<file path="config.mk">
export PLATFORM = sky130hd
export DESIGN_NAME = cplx_row_mac
export DESIGN_NICKNAME = d
export VERILOG_FILES = /design/src/rtl/cplx_row_mac_pkg.sv /design/src/rtl/cplx_row_mac_cplx_mult.sv /design/src/rtl/cplx_row_mac.sv
export SDC_FILE = /design/constraint.sdc
export NUM_CORES = 2
export LEC_CHECK = 0
export BUFFER_PORTS_ARGS = -buffer_cell sky130_fd_sc_hd__buf_2
export CAP_MARGIN = 10
export CORE_ASPECT_RATIO = 2
export CORE_MARGIN = 4
export CORE_UTILIZATION = 63
export CTS_CLUSTER_DIAMETER = 50
export DETAILED_ROUTE_END_ITERATION = 6
export PLACE_DENSITY = 0.85
export SLEW_MARGIN = 20
export SYNTH_ARGS = -nofsm -noshare
export SYNTH_HDL_FRONTEND = slang
export SYNTH_HIERARCHICAL = 1
export SYNTH_SLANG_ARGS = --single-unit
</file>
<file path="constraint.sdc">
create_clock -name clk -period 11.5 [get_ports clk]
set_input_delay 0.575 -clock clk [delete_from_list [all_inputs] [get_ports clk]]
set_output_delay 0.575 -clock clk [all_outputs]
set_load 0.05 [all_outputs]
</file>
<file path="src/rtl/cplx_row_mac_pkg.sv">
// Shared definitions for the complex row multiply-accumulate block.
// Holds the datapath sizes, the FSM state encoding, the element-slice macro
// and the rounding/narrowing helper.
// Optional build macro: CPLX_MAC_SAT_EN. When it is defined, the narrowed
// result saturates. When it is undefined, the narrowed result wraps.

`ifndef CPLX_ROW_MAC_PKG_SV
`define CPLX_ROW_MAC_PKG_SV

// Selects element k of a packed row bus (element k lives at [k*WORD_LEN +: WORD_LEN]).
`define CRM_ELEM(bus, k) bus[int'(k) * cplx_row_mac_pkg::WORD_LEN +: cplx_row_mac_pkg::WORD_LEN]

package cplx_row_mac_pkg;

   localparam int WORD_LEN   = 16;
   localparam int MATRIX_DIM = 8;
   localparam int FRAC_BITS  = 8;
   localparam int ACC_W      = 2 * WORD_LEN + $clog2(MATRIX_DIM) + 1;
   localparam int PROD_W     = 2 * WORD_LEN + 1;
   localparam int K_W        = $clog2(MATRIX_DIM);
   localparam int BUS_W      = WORD_LEN * MATRIX_DIM;

   // Last element index; RUN hands over to SCALE after processing it.
   localparam logic [K_W-1:0] K_LAST = K_W'(MATRIX_DIM - 1);

   // Half an output LSB, added before the shift so the result rounds half up.
   localparam logic signed [ACC_W-1:0] ROUND_HALF =
      {{(ACC_W - FRAC_BITS){1'b0}}, 1'b1, {(FRAC_BITS - 1){1'b0}}};

`ifdef CPLX_MAC_SAT_EN
   localparam logic signed [ACC_W-1:0] SAT_MAX =
      {{(ACC_W - WORD_LEN + 1){1'b0}}, {(WORD_LEN - 1){1'b1}}};
   localparam logic signed [ACC_W-1:0] SAT_MIN =
      {{(ACC_W - WORD_LEN + 1){1'b1}}, {(WORD_LEN - 1){1'b0}}};
`endif

   typedef enum logic [1:0] {
      ST_IDLE  = 2'd0,
      ST_RUN   = 2'd1,
      ST_SCALE = 2'd2,
      ST_OUT   = 2'd3
   } state_e;

   // Rounds the accumulator half up, drops the fractional bits and narrows the result to WORD_LEN bits.
   function automatic logic [WORD_LEN-1:0] round_narrow(input logic [ACC_W-1:0] acc);
      logic signed [ACC_W-1:0] sum;
      logic signed [ACC_W-1:0] shifted;
      logic [WORD_LEN-1:0]     res;
      sum     = $signed(acc) + ROUND_HALF;
      shifted = sum >>> FRAC_BITS;
`ifdef CPLX_MAC_SAT_EN
      if (shifted > SAT_MAX) begin
         res = {1'b0, {(WORD_LEN - 1){1'b1}}};
      end else if (shifted < SAT_MIN) begin
         res = {1'b1, {(WORD_LEN - 1){1'b0}}};
      end else begin
         res = shifted[WORD_LEN-1:0];
      end
`else
      res = shifted[WORD_LEN-1:0];
`endif
      return res;
   endfunction

endpackage

`endif

</file>
<file path="src/rtl/cplx_row_mac_cplx_mult.sv">
// Combinational complex multiplier: (ar + j*ai) * (br + j*bi).
// The block has four full-width signed products plus one subtract and one add.
// Both results are one bit wider than a product, so they cannot overflow.

module cplx_mult
   import cplx_row_mac_pkg::*;
(
   input  logic [WORD_LEN-1:0] ar_i,
   input  logic [WORD_LEN-1:0] ai_i,
   input  logic [WORD_LEN-1:0] br_i,
   input  logic [WORD_LEN-1:0] bi_i,
   output logic [PROD_W-1:0]   pr_o,
   output logic [PROD_W-1:0]   pi_o
);

   logic signed [2*WORD_LEN-1:0] p_rr_s;
   logic signed [2*WORD_LEN-1:0] p_ii_s;
   logic signed [2*WORD_LEN-1:0] p_ri_s;
   logic signed [2*WORD_LEN-1:0] p_ir_s;

   assign p_rr_s = $signed(ar_i) * $signed(br_i);
   assign p_ii_s = $signed(ai_i) * $signed(bi_i);
   assign p_ri_s = $signed(ar_i) * $signed(bi_i);
   assign p_ir_s = $signed(ai_i) * $signed(br_i);

   // Sign-extend each product by one bit before combining so the sum and difference stay exact.
   assign pr_o = {p_rr_s[2*WORD_LEN-1], p_rr_s} - {p_ii_s[2*WORD_LEN-1], p_ii_s};
   assign pi_o = {p_ri_s[2*WORD_LEN-1], p_ri_s} + {p_ir_s[2*WORD_LEN-1], p_ir_s};

endmodule

</file>
<file path="src/rtl/cplx_row_mac.sv">
// Complex row dot-product engine.
// The block accepts one row of matrix 1 and one row of matrix 2. It
// accumulates sum_k A[k]*B[k] serially, one element per cycle. It then
// rounds the sum and offers a single complex word through a valid/ready
// handshake.
// Optional build macro: CPLX_MAC_SAT_EN (saturating instead of wrapping narrowing).

module cplx_row_mac
   import cplx_row_mac_pkg::*;
(
   input  logic                clk,
   input  logic                rst,
   input  logic                in_valid,
   output logic                in_ready,
   input  logic [BUS_W-1:0]    Br_m1,
   input  logic [BUS_W-1:0]    Bi_m1,
   input  logic [BUS_W-1:0]    Br_m2,
   input  logic [BUS_W-1:0]    Bi_m2,
   output logic                out_valid,
   input  logic                out_ready,
   output logic [WORD_LEN-1:0] res_real,
   output logic [WORD_LEN-1:0] res_imag,
   output logic                busy
);

   state_e               state_q, state_d;
   logic [K_W-1:0]       k_q, k_d;
   logic [BUS_W-1:0]     ar_q, ar_d;
   logic [BUS_W-1:0]     ai_q, ai_d;
   logic [BUS_W-1:0]     br_q, br_d;
   logic [BUS_W-1:0]     bi_q, bi_d;
   logic [ACC_W-1:0]     acc_re_q, acc_re_d;
   logic [ACC_W-1:0]     acc_im_q, acc_im_d;
   logic [WORD_LEN-1:0]  res_re_q, res_re_d;
   logic [WORD_LEN-1:0]  res_im_q, res_im_d;
   logic                 out_valid_q, out_valid_d;
   logic                 in_ready_q, in_ready_d;
   logic                 busy_q, busy_d;

   logic [WORD_LEN-1:0]  ar_s, ai_s, br_s, bi_s;
   logic [PROD_W-1:0]    pr_s, pi_s;

   // Operands for the current element come from the captured rows, never from the live buses.
   assign ar_s = `CRM_ELEM(ar_q, k_q);
   assign ai_s = `CRM_ELEM(ai_q, k_q);
   assign br_s = `CRM_ELEM(br_q, k_q);
   assign bi_s = `CRM_ELEM(bi_q, k_q);

   cplx_mult u_cplx_mult (
      .ar_i (ar_s),
      .ai_i (ai_s),
      .br_i (br_s),
      .bi_i (bi_s),
      .pr_o (pr_s),
      .pi_o (pi_s)
   );

   // Next-state, datapath and output-register decode for the IDLE/RUN/SCALE/OUT sequence.
   always_comb begin
      state_d     = state_q;
      k_d         = k_q;
      ar_d        = ar_q;
      ai_d        = ai_q;
      br_d        = br_q;
      bi_d        = bi_q;
      acc_re_d    = acc_re_q;
      acc_im_d    = acc_im_q;
      res_re_d    = res_re_q;
      res_im_d    = res_im_q;
      out_valid_d = out_valid_q;
      case (state_q)
         ST_IDLE: begin
            if (in_valid) begin
               ar_d     = Br_m1;
               ai_d     = Bi_m1;
               br_d     = Br_m2;
               bi_d     = Bi_m2;
               acc_re_d = {ACC_W{1'b0}};
               acc_im_d = {ACC_W{1'b0}};
               k_d      = {K_W{1'b0}};
               state_d  = ST_RUN;
            end else begin
               state_d  = ST_IDLE;
            end
         end
         ST_RUN: begin
            acc_re_d = acc_re_q + {{(ACC_W - PROD_W){pr_s[PROD_W-1]}}, pr_s};
            acc_im_d = acc_im_q + {{(ACC_W - PROD_W){pi_s[PROD_W-1]}}, pi_s};
            k_d      = k_q + {{(K_W - 1){1'b0}}, 1'b1};
            if (k_q == K_LAST) begin
               state_d = ST_SCALE;
            end else begin
               state_d = ST_RUN;
            end
         end
         ST_SCALE: begin
            res_re_d    = round_narrow(acc_re_q);
            res_im_d    = round_narrow(acc_im_q);
            out_valid_d = 1'b1;
            state_d     = ST_OUT;
         end
         ST_OUT: begin
            if (out_ready) begin
               out_valid_d = 1'b0;
               state_d     = ST_IDLE;
            end else begin
               out_valid_d = 1'b1;
               state_d     = ST_OUT;
            end
         end
         default: begin
            out_valid_d = 1'b0;
            state_d     = ST_IDLE;
         end
      endcase
      in_ready_d = (state_d == ST_IDLE);
      busy_d     = (state_d != ST_IDLE);
   end

   // State and datapath registers; an asynchronous reset aborts any operation in flight.
   always_ff @(posedge clk or negedge rst) begin
      if (!rst) begin
         state_q     <= ST_IDLE;
         k_q         <= {K_W{1'b0}};
         ar_q        <= {BUS_W{1'b0}};
         ai_q        <= {BUS_W{1'b0}};
         br_q        <= {BUS_W{1'b0}};
         bi_q        <= {BUS_W{1'b0}};
         acc_re_q    <= {ACC_W{1'b0}};
         acc_im_q    <= {ACC_W{1'b0}};
         res_re_q    <= {WORD_LEN{1'b0}};
         res_im_q    <= {WORD_LEN{1'b0}};
         out_valid_q <= 1'b0;
         in_ready_q  <= 1'b1;
         busy_q      <= 1'b0;
      end else begin
         state_q     <= state_d;
         k_q         <= k_d;
         ar_q        <= ar_d;
         ai_q        <= ai_d;
         br_q        <= br_d;
         bi_q        <= bi_d;
         acc_re_q    <= acc_re_d;
         acc_im_q    <= acc_im_d;
         res_re_q    <= res_re_d;
         res_im_q    <= res_im_d;
         out_valid_q <= out_valid_d;
         in_ready_q  <= in_ready_d;
         busy_q      <= busy_d;
      end
   end

   assign in_ready  = in_ready_q;
   assign out_valid = out_valid_q;
   assign res_real  = res_re_q;
   assign res_imag  = res_im_q;
   assign busy      = busy_q;

endmodule

</file>
==> impl_results.md <==
* Crit end category: flip-flop
* Via density at 5.94
* Drt pass-1 iters at 7
* Post-Syn Nets at slightly above 8,000
* RSZ-0062 raised after global routing: false
* WP data required at around 12,000 ps
* Final setup skew at 24.0 ps
* Largest fanout on the critical path at 32
* # setup viols final at 0
* Area delta synth->final at 9.24%
* Initial antenna violation count at 32
* Die ar. at just over 100,000 sq um
* Layout cells sized above 1 at between 10% and 20%
* Metal3 WL at ~17,000 um
* HP Class: in2async
* Final TNS setup at 0 ps
* Largest net degree at the start of global routing at about 220
* PortBufs at between 500 and 600
* Overall Global Routing Usage at between 30% and 40%
* Post-CTS Setup Repair Bufs at 0
* H-tree Lvls at 2
* Hpwl dp at ~150,000 um
* # rows at 160
* Clk root buf: clkbuf_16
* CTS tree: yes
* Antenna-violating nets left at 0
* Clk_lat worst skew at 690 ps
* Met1 WL at about 57,000 um
* Reg clk slew, reported paths at around 80 ps
* I/O Pins at 551
* Status: finished, violations left
* Critical path's slowest cell: dfrtp_4
* NumNets Final at 8,585
* Worst slew pin tran at between 1000 and 1500 ps
* CP dominant cell by count: fa_1
* RePlAce Congestion at between 0.9 and 1
* CP max stage delay at roughly 700 ps
* Vias in the first global route at ~54,000
* DR top layer: met5
* Via count at slightly below 50,000
* Deepest clock path buffer count at 3
* GRT overflow at 0
* WL final at roughly 190,000 um
* Synth warn at 6
* Max Slew Vio Count at 0
* Max-cap check violation count at 0
* Max Clock Freq at 93.5 MHz
* Hold WS at -51.1 ps
* First-pass GRT wire length at 292,000 um
* Die width at approximately 230 um
* Synth Instances at 6,565
* Relative slew margins at between 20% and 30%
* Setup CP Type: reg2reg
* Worst endpoint data arrival time at roughly 11,000 ps
* Synthesized cell area at approximately 60,000 sq um
* # DRC at 3
* Final setup margin at 807 ps
* Failing checks: DRC, hold timing
* Critical Path Source Type: flip-flop
* Initial DRC Count at 4,926
* Fillers at a little under 7,000
* Post_cts resized at 0
* WL met2 at roughly 93,000 um
* Initial core utilization at between 60 and 70%
* Final hold vios at 27
* Avg WL per Cell at about 23 um
* Hold buffers post-CTS at 0
* Min cycle time layout at 10,690 ps
* Worst slack, placed at 876 ps
* Die H at 445 um
* Average size of a mapped cell at just over 9 sq um
* # clock sinks at 600
* Core Region at approximately 95,000 sq um
* Part of the cycle the worst path needs at between 90 and 100%
* Total CTS buffers at 56
[cell type report]
type                       instances  area, sq um  area share [%]
multi-input combinational       4572        40000            60.8
sequential                       600        15000            22.8
inverter                        1016         3810            5.80
timing repair buffer             626         3420            5.20
clock buffer                      74         1630            2.48
tap                             1215         1520            2.31
clock inverter                    27          355           0.540
antenna                           22         55.1          0.0837
[per-stage QoR]
stage | area [sq um] | utilization, % | cells | hold WS [ps]
finish | 65800 | 69.2 | 8152 | -51.1
CTS | 65800 | 69.1 | 8130 | 14.0
global placement | 63800 | 67.1 | 8029 | 452
global route | 65800 | 69.2 | 8142 | 53.0
detailed placement | 63800 | 67.1 | 8029 | 457
floorplan | 60200 | - | 6565 | 279
[registers in the layout (all words and copies together), names as in the netlist]
signal / count
ai_q: 128
ar_q: 128
bi_q: 128
br_q: 128
acc_im_q: 24
acc_re_q: 24
res_imag: 16
res_real: 16
k_q: 3
state_q: 2
busy: 1
in_ready: 1
out_valid: 1
[critical path: cells and delay by family, from the launching register on]
kind	cells	cell delay, ps
xor+xnor	1	150
fa+ha+maj	10	4760
buf+inv	6	750
mux	3	1320
flops	1	700
compound gates	9	1980
simple gates	3	830
[layout by cell type (no fill, tap or decap), drive strengths merged, types with 9 or more instances in the layout]
| cell | n |
|---|---|
| nand4 | 9 |
| o31ai | 9 |
| clkinv | 18 |
| nor3 | 16 |
| nand3 | 52 |
| a31oi | 10 |
| dfrtp | 599 |
| o21ai | 109 |
| clkbuf | 74 |
| buf | 626 |
| nand2b | 25 |
| and2 | 443 |
| mux2 | 66 |
| a21o | 19 |
| nand2 | 2097 |
| fa | 878 |
| mux4 | 128 |
| diode | 22 |
| xnor2 | 49 |
| nor2 | 70 |
| o21a | 13 |
| ha | 319 |
| and3 | 12 |
| xor2 | 49 |
| inv | 1019 |
| o211ai | 12 |
| a211oi | 17 |
| a21oi | 80 |
[per-layer routing]
metal	vias to the layer above	global-route usage, %
met5	-	0
met4	8	35.5
li1	20400	-
met3	1144	8.65
met2	3027	63.7
met1	23900	40.1
[final timing paths]
check	cells after the start	from	end	slack [ps]
worst min-delay path	1	rst	ai_q[96]$_DFFE_PN0P_	-50
worst max register to register	32	k_q[0]$_DFFE_PN0P_	acc_re_q[23]$_DFFE_PN0P_	810
worst min register to register	2	bi_q[110]$_DFFE_PN0P_	bi_q[110]$_DFFE_PN0P_	470
worst max-delay path	32	k_q[0]$_DFFE_PN0P_	acc_re_q[23]$_DFFE_PN0P_	810
max in group asynchronous	3	rst	bi_q[8]$_DFFE_PN0P_	8980
min in group clk	3	Bi_m2[89]	bi_q[89]$_DFFE_PN0P_	70
Power is not shown: default switching activity piles up to over one toggle a cycle in this logic, so the estimate is an artifact.
